**src/rtl/cpu_pkg.sv**
```systemverilog
// Shared CPU package: pipeline constants plus the memory-arbiter width and
// state encodings used by mem_arbiter and mem_lane.
package cpu_pkg;

   localparam int          XLEN     = 32;
   localparam logic [31:0] RESET_PC = 32'h0000_0000;
   localparam logic [31:0] NOP_INSN = 32'h0000_0013;

   typedef enum logic [1:0] {
      WIDTH_BYTE = 2'b00,
      WIDTH_HALF = 2'b01,
      WIDTH_WORD = 2'b10
   } mem_width_e;

   typedef enum logic [1:0] {
      ST_IDLE     = 2'b00,
      ST_BUSY_FE  = 2'b01,
      ST_BUSY_MEM = 2'b10
   } arb_state_e;

   // Width code 2'b11 falls into the word branch.
   function automatic logic is_misaligned(input logic [1:0] width, input logic [1:0] lo);
      logic bad;
      bad = 1'b0;
      case (width)
         WIDTH_BYTE: bad = 1'b0;
         WIDTH_HALF: bad = lo[0];
         default:    bad = (lo != 2'b00);
      endcase
      return bad;
   endfunction

endpackage

```
**src/rtl/mem_lane.sv**
```systemverilog
// Byte-lane steering: byte enables and replicated store data on the way out,
// lane extraction plus sign/zero extension on the way back.
module mem_lane
   import cpu_pkg::*;
(
   input  logic [1:0]  addr_lo,
   input  logic [1:0]  width,
   input  logic        extend,
   input  logic [31:0] store_data,
   input  logic [31:0] load_word,
   output logic [3:0]  be,
   output logic [31:0] wdata,
   output logic [31:0] load_data
);

   logic [31:0] shifted;

   assign shifted = load_word >> {addr_lo, 3'b000};

   // NOTE: every output gets a default before the case so no path leaves one unassigned (no latch).
   always_comb begin
      be        = 4'b1111;
      wdata     = store_data;
      load_data = shifted;
      case (width)
         WIDTH_BYTE: begin
            be        = 4'b0001 << addr_lo;
            wdata     = {4{store_data[7:0]}};
            load_data = {{24{extend & shifted[7]}}, shifted[7:0]};
         end
         WIDTH_HALF: begin
            be        = 4'b0011 << addr_lo;
            wdata     = {2{store_data[15:0]}};
            load_data = {{16{extend & shifted[15]}}, shifted[15:0]};
         end
         default: ;
      endcase
   end

endmodule

```
**src/rtl/mem_arbiter.sv**
```systemverilog
// Round-robin arbiter sharing one backing-memory bus between instruction
// fetch and load/store, with lane steering and misalignment rejection.
module mem_arbiter
   import cpu_pkg::*;
#(
   parameter bit MEM_FIRST = 1'b1
)
(
   input  logic        clk,
   input  logic        reset_n,
   input  logic        fe_req,
   input  logic [31:0] fe_addr,
   output logic        fe_ack,
   output logic [31:0] fe_data,
   input  logic        mem_req,
   input  logic [31:0] mem_addr,
   input  logic        mem_write,
   input  logic [31:0] mem_data_in,
   input  logic        mem_extend,
   input  logic [1:0]  mem_width,
   output logic        mem_ack,
   output logic [31:0] mem_data_out,
   output logic        mem_misalign,
   output logic        bus_req,
   output logic [31:0] bus_addr,
   output logic        bus_write,
   output logic [3:0]  bus_be,
   output logic [31:0] bus_wdata,
   input  logic        bus_ack,
   input  logic [31:0] bus_rdata
);

   arb_state_e  state, state_nxt;
   logic        last_fe, last_fe_nxt;
   logic [1:0]  acc_lo, acc_lo_nxt;
   logic [1:0]  acc_width, acc_width_nxt;
   logic        acc_extend, acc_extend_nxt;

   logic        fe_ack_nxt, mem_ack_nxt, mem_misalign_nxt;
   logic [31:0] fe_data_nxt, mem_data_out_nxt;
   logic        bus_req_nxt, bus_write_nxt;
   logic [31:0] bus_addr_nxt, bus_wdata_nxt;
   logic [3:0]  bus_be_nxt;
   logic        grant_fe, grant_mem;

   logic [1:0]  lane_lo, lane_width;
   logic        lane_extend;
   logic [3:0]  lane_be;
   logic [31:0] lane_wdata, lane_load;

   // While busy the requester may already have dropped its inputs, so the
   // load path uses the attributes captured at grant time.
   assign lane_lo     = (state == ST_IDLE) ? mem_addr[1:0] : acc_lo;
   assign lane_width  = (state == ST_IDLE) ? mem_width     : acc_width;
   assign lane_extend = (state == ST_IDLE) ? mem_extend    : acc_extend;

   mem_lane u_lane (
      .addr_lo    (lane_lo),
      .width      (lane_width),
      .extend     (lane_extend),
      .store_data (mem_data_in),
      .load_word  (bus_rdata),
      .be         (lane_be),
      .wdata      (lane_wdata),
      .load_data  (lane_load)
   );

   always_comb begin
      state_nxt        = state;
      last_fe_nxt      = last_fe;
      acc_lo_nxt       = acc_lo;
      acc_width_nxt    = acc_width;
      acc_extend_nxt   = acc_extend;
      bus_req_nxt      = bus_req;
      bus_addr_nxt     = bus_addr;
      bus_write_nxt    = bus_write;
      bus_be_nxt       = bus_be;
      bus_wdata_nxt    = bus_wdata;
      fe_ack_nxt       = 1'b0;
      fe_data_nxt      = '0;
      mem_ack_nxt      = 1'b0;
      mem_data_out_nxt = '0;
      mem_misalign_nxt = 1'b0;
      grant_fe         = 1'b0;
      grant_mem        = 1'b0;

      unique case (state)
         ST_IDLE: begin
            // An ack still pulsing blocks arbitration so the requester can drop its request.
            if (!fe_ack && !mem_ack) begin
               if (fe_req && mem_req) begin
                  grant_mem = last_fe;
                  grant_fe  = !last_fe;
               end else begin
                  grant_fe  = fe_req;
                  grant_mem = mem_req;
               end
            end
            if (grant_fe) begin
               last_fe_nxt   = 1'b1;
               bus_req_nxt   = 1'b1;
               bus_addr_nxt  = fe_addr & ~32'h3;
               bus_write_nxt = 1'b0;
               bus_be_nxt    = 4'b1111;
               bus_wdata_nxt = '0;
               state_nxt     = ST_BUSY_FE;
            end else if (grant_mem) begin
               last_fe_nxt = 1'b0;
               if (is_misaligned(mem_width, mem_addr[1:0])) begin
                  mem_ack_nxt      = 1'b1;
                  mem_misalign_nxt = 1'b1;
               end else begin
                  bus_req_nxt    = 1'b1;
                  bus_addr_nxt   = mem_addr & ~32'h3;
                  bus_write_nxt  = mem_write;
                  bus_be_nxt     = lane_be;
                  bus_wdata_nxt  = mem_write ? lane_wdata : '0;
                  acc_lo_nxt     = mem_addr[1:0];
                  acc_width_nxt  = mem_width;
                  acc_extend_nxt = mem_extend;
                  state_nxt      = ST_BUSY_MEM;
               end
            end
         end
         ST_BUSY_FE: begin
            if (bus_ack) begin
               bus_req_nxt = 1'b0;
               fe_ack_nxt  = 1'b1;
               fe_data_nxt = bus_rdata;
               state_nxt   = ST_IDLE;
            end
         end
         ST_BUSY_MEM: begin
            if (bus_ack) begin
               bus_req_nxt      = 1'b0;
               mem_ack_nxt      = 1'b1;
               mem_data_out_nxt = bus_write ? '0 : lane_load;
               state_nxt        = ST_IDLE;
            end
         end
         default: state_nxt = ST_IDLE;
      endcase
   end

   // NOTE: registers are updated with non-blocking assignments so every flop samples pre-edge values.
   always_ff @(posedge clk or negedge reset_n) begin
      if (!reset_n) begin
         state        <= ST_IDLE;
         last_fe      <= MEM_FIRST;
         acc_lo       <= '0;
         acc_width    <= '0;
         acc_extend   <= 1'b0;
         bus_req      <= 1'b0;
         bus_addr     <= '0;
         bus_write    <= 1'b0;
         bus_be       <= '0;
         bus_wdata    <= '0;
         fe_ack       <= 1'b0;
         fe_data      <= '0;
         mem_ack      <= 1'b0;
         mem_data_out <= '0;
         mem_misalign <= 1'b0;
      end else begin
         state        <= state_nxt;
         last_fe      <= last_fe_nxt;
         acc_lo       <= acc_lo_nxt;
         acc_width    <= acc_width_nxt;
         acc_extend   <= acc_extend_nxt;
         bus_req      <= bus_req_nxt;
         bus_addr     <= bus_addr_nxt;
         bus_write    <= bus_write_nxt;
         bus_be       <= bus_be_nxt;
         bus_wdata    <= bus_wdata_nxt;
         fe_ack       <= fe_ack_nxt;
         fe_data      <= fe_data_nxt;
         mem_ack      <= mem_ack_nxt;
         mem_data_out <= mem_data_out_nxt;
         mem_misalign <= mem_misalign_nxt;
      end
   end

endmodule

```
**config.mk**
```make
export PLATFORM = sky130hd
export DESIGN_NAME = mem_arbiter
export DESIGN_NICKNAME = d
export VERILOG_FILES = /design/src/rtl/cpu_pkg.sv /design/src/rtl/mem_lane.sv /design/src/rtl/mem_arbiter.sv
export SDC_FILE = /design/constraint.sdc
export NUM_CORES = 1
export LEC_CHECK = 0
export ABC_CLOCK_PERIOD_IN_PS = 2700
export BUFFER_PORTS_ARGS = -buffer_cell sky130_fd_sc_hd__buf_2
export CORE_ASPECT_RATIO = 0.5
export CORE_MARGIN = 1
export CORE_UTILIZATION = 45
export DETAILED_ROUTE_END_ITERATION = 7
export PLACE_DENSITY = 0.81
export SLEW_MARGIN = 30
export SYNTH_ARGS = -nofsm -noshare
export SYNTH_HDL_FRONTEND = slang
export SYNTH_HIERARCHICAL = 1
export SYNTH_SLANG_ARGS = --single-unit
```
**constraint.sdc**
```tcl
create_clock -name clk -period 2.7 [get_ports clk]
set_clock_uncertainty 0.2 [all_clocks]
set_input_delay 0.405 -clock clk [delete_from_list [all_inputs] [get_ports clk]]
set_output_delay 0.405 -clock clk [all_outputs]
set_load 0.02 [all_outputs]
```
==> impl_metrics.csv <==
group,metric,value,unit
run_status,status,"completed",
cts,cts_tree,"yes",
logic_synthesis,yosysUniqueCellTypes,51,
logic_synthesis,seq_area_frac_synth,51.0,%
floorplanning,die_y,90.3,um
setup_path,worst-path-buf-inv,2,
floorplanning,die_w,179,um
placed_design,io_buffers,269,
setup_path,cpPeakStageDelay,0.44,ns
pwr,peakVddDrop,0.000585,V
logic_synthesis,yosysTopAreaCellShare,50.6,%
global_routing,grt_first_pass_wirelength,28.2,mm
layout,antenna_cells,0,
layout,final_nets,963,
sta,setup_tns,0,ns
layout,nFillCells,1198,
logic_synthesis,yosys_warnings,6,
cts,clk_latency,0.40,ns
sta,tightestPinTransition,0.541,ns
floorplanning,ioPinCount,274,
layout,final_common_cell,"buf_2",
cts,clockRootBuffer,"clkbuf_16",
cts,cts_num_sinks,143,
setup_path,arrival,2.70,ns
cts,htree_levels,4,
setup_path,worst_ep_required_time,2.79,ns
layout,mostFrequentLayoutCells,"268 x buf_2, 142 x dfrtp_1, 68 x mux2_2",
placed_design,dp_hpwl,13.4,mm
setup_path,rr_worst_depth,8,
cts,path_clk_slew,0.06,ns
layout,syn_to_final_growth,29.4,%
setup_path,regToRegEndpoint,"mem_data_out[15]",
global_routing,grt_pass1_vias,5323,
setup_path,cp-start-kind,"register",
logic_synthesis,syn_inst,562,
cts,clockBufferDepth,2,
setup_path,end_kind,"register",
logic_synthesis,syn_avg_cell_area,12.5,sq um
routing,vias,5346,
routing,finalWirelength,18.3,mm
setup_path,path_max_fanout,8,
global_routing,antenna_found_initial,0,
setup_path,reg2reg_slack,0.09,ns
floorplanning,fp.dieArea,16100,sq um
logic_synthesis,synthArstFlopShare,100,%
placed_design,routabilityCongestion,0.846,
sta,hold_viol_final,0,
routing,initialDrtViolationCount,315,
routing,first_pass_iters,4,
worst_hold_path,worstHoldPathType,"primary input to register",
setup_path,worstSetupStartpoint,"state[0]",
setup_path,crit_family,"multiplexers",
job,cap_violations,0,
cts,numCtsBuffers,17,
logic_synthesis,synth_edf_count,0,
logic_synthesis,synthFlopType,"dfrtp_1",
routing,wl_per_cell,17.7,um
setup_path,r2r-start,"state[0]",
global_routing,grt_util_all_layers,22.7,%
logic_synthesis,synth_largest_area_cell,"dfrtp_1",
sta,holdWs,0.0491,ns
logic_synthesis,synth-seq-cells,143,
sta,post-route-period-util,96.6,%
logic_synthesis,synth_top_cells_by_area,"dfrtp_1 51%, mux2_2 11%, mux2_4 6.0%, a22o_1 4.0%, mux2i_1 3.3%",
pwr,power.density,1150,nW/um^2
floorplanning,design.core.area,14900,sq um
sta,min_period,2.61,ns
global_routing,grt-ovfl-total,0,
sta,rsz0062_at_grt,"no",
floorplanning,start_util,47.3,%
setup_path,slowest_stage,"mux2_2",
setup_path,crit_end,"mem_data_out[15]",
global_routing,grt_start_max_net_pins,54,
layout,drive_above_1_share,53.0,%
sta,max_clock_freq,0.384,GHz
setup_path,crit_cells,8,
floorplanning,fp-row-count,31,
logic_synthesis,synth_area,7020,sq um
routing,vias_per_cell,5.17,
routing,route.detailed.drc,0,
sta,maxSlewHeadroom,63.9,%
routing,ant_nets,0,
sta,finalMaxSlewViolations,0,
setup_path,worstSetupPathType,"register to register",
setup_path,cp_cell_sequence,"inv_1, ha_2, mux2_2, mux2_4, a221oi_4, buf_12, a21oi_1, and2_1",
sta,finalSetupViolations,0,
pwr,power_leakage,0.00482,uW
per-layer routing:
layer | up-vias | part of all wire [%] | track usage (%)
li1 | 2525 | - | -
met1 | 2589 | 43 | 29.6
met2 | 204 | 49 | 37.6
met3 | 28 | 5.9 | 4.29
met4 | 0 | 2.2 | 8.55
met5 | - | 0 | 0
timing repair:
action / in CTS / in global routing
endpoints found under the setup margin: 1 / 24
hold buffers: 1 / 0
hold endpoints to repair: 49 / 0
setup buffers: 0 / 1
resized for setup: 1 / 1
pin swaps: 0 / 1
cell usage after synthesis, drive strengths merged (2+ instances only):
library cell	number
dfrtp	142
mux2	96
buf	40
nand2	36
and2	34
a22o	32
and3	32
mux2i	23
o21ai	20
o211ai	17
a21oi	15
clkbuf	15
or2	8
nor2	7
o22a	5
inv	4
nand3b	4
ha	3
nand2b	3
nor2b	3
a32oi	2
nand3	2
nor3b	2
o2111ai	2
o21a	2
o21bai	2
worst reg2reg max path, stage by stage (launching register included):
cell and delay (ns):
dfrtp_1 0.41, inv_1 0.11, ha_2 0.28, mux2_2 0.45
mux2_4 0.37, a221oi_4 0.33, buf_12 0.16, a21oi_1 0.04
and2_1 0.15
worst min-delay path by stage:
| stage | from | end | slack (ns) | cells past startpoint |
|---|---|---|---|---|
| 6_report | mem_extend | acc_extend | 0.05 | 2 |
| 5_1_grt | mem_extend | acc_extend | 0.04 | 2 |
| 4_1_cts | mem_extend | acc_extend | 0.04 | 2 |
| 3_5_place_dp | reset_n | bus_wdata[15] | 0.21 | 1 |
| 2_1_floorplan | reset_n | acc_extend | -0.09 | 0 |
| 3_3_place_gp | reset_n | mem_data_out[24] | 0.20 | 1 |
registers in the layout, indices dropped and copies added (netlist names), 2 cells and up:
signal	flops
acc_lo	2
bus_addr	30
fe_data	32
state	2
bus_wdata	32
bus_be	4
acc_width	2
mem_data_out	32
area by class of cell:
class,count,area [sq um],share of cell area [%]
Timing Repair Buffer,296,1610,17.7
Inverter,4,15.0,0.165
Tap cell,198,248,2.73
Clock inverter,13,140,1.54
Sequential cell,143,3580,39.4
Clock buffer,19,433,4.77
Multi-Input combinational cell,361,3060,33.7
cell families after synthesis:
family | Yosys count | synth area share [%]
mux | 119 | 20.2
compound gates | 102 | 11.2
other cells | 1 | 0.0534
simple gates | 135 | 11.4
fa+ha+maj | 3 | 0.535
buf+inv | 59 | 5.61
flops | 143 | 51.0
per-stage QoR:
step	setup slack [ns]	utilization [%]	cells	power, uW	area (sq um)
after global placement	0.0817	57.1	1000	7960	8480
final	0.0928	61.2	1034	10400	9080
after CTS	0.00345	61.0	1033	10400	9060
after global routing	0.00906	61.2	1034	11000	9080
after detailed placement	0.0309	57.1	1000	8100	8480
after floorplan	0.0587	-	563	6760	7030
report_power, final:
group / internal [uW] / switching (uW)
Combinational: 2250 / 2740
Clock: 1360 / 913
Sequential: 2800 / 342
Note: power is estimated with default switching activity, not from simulation.
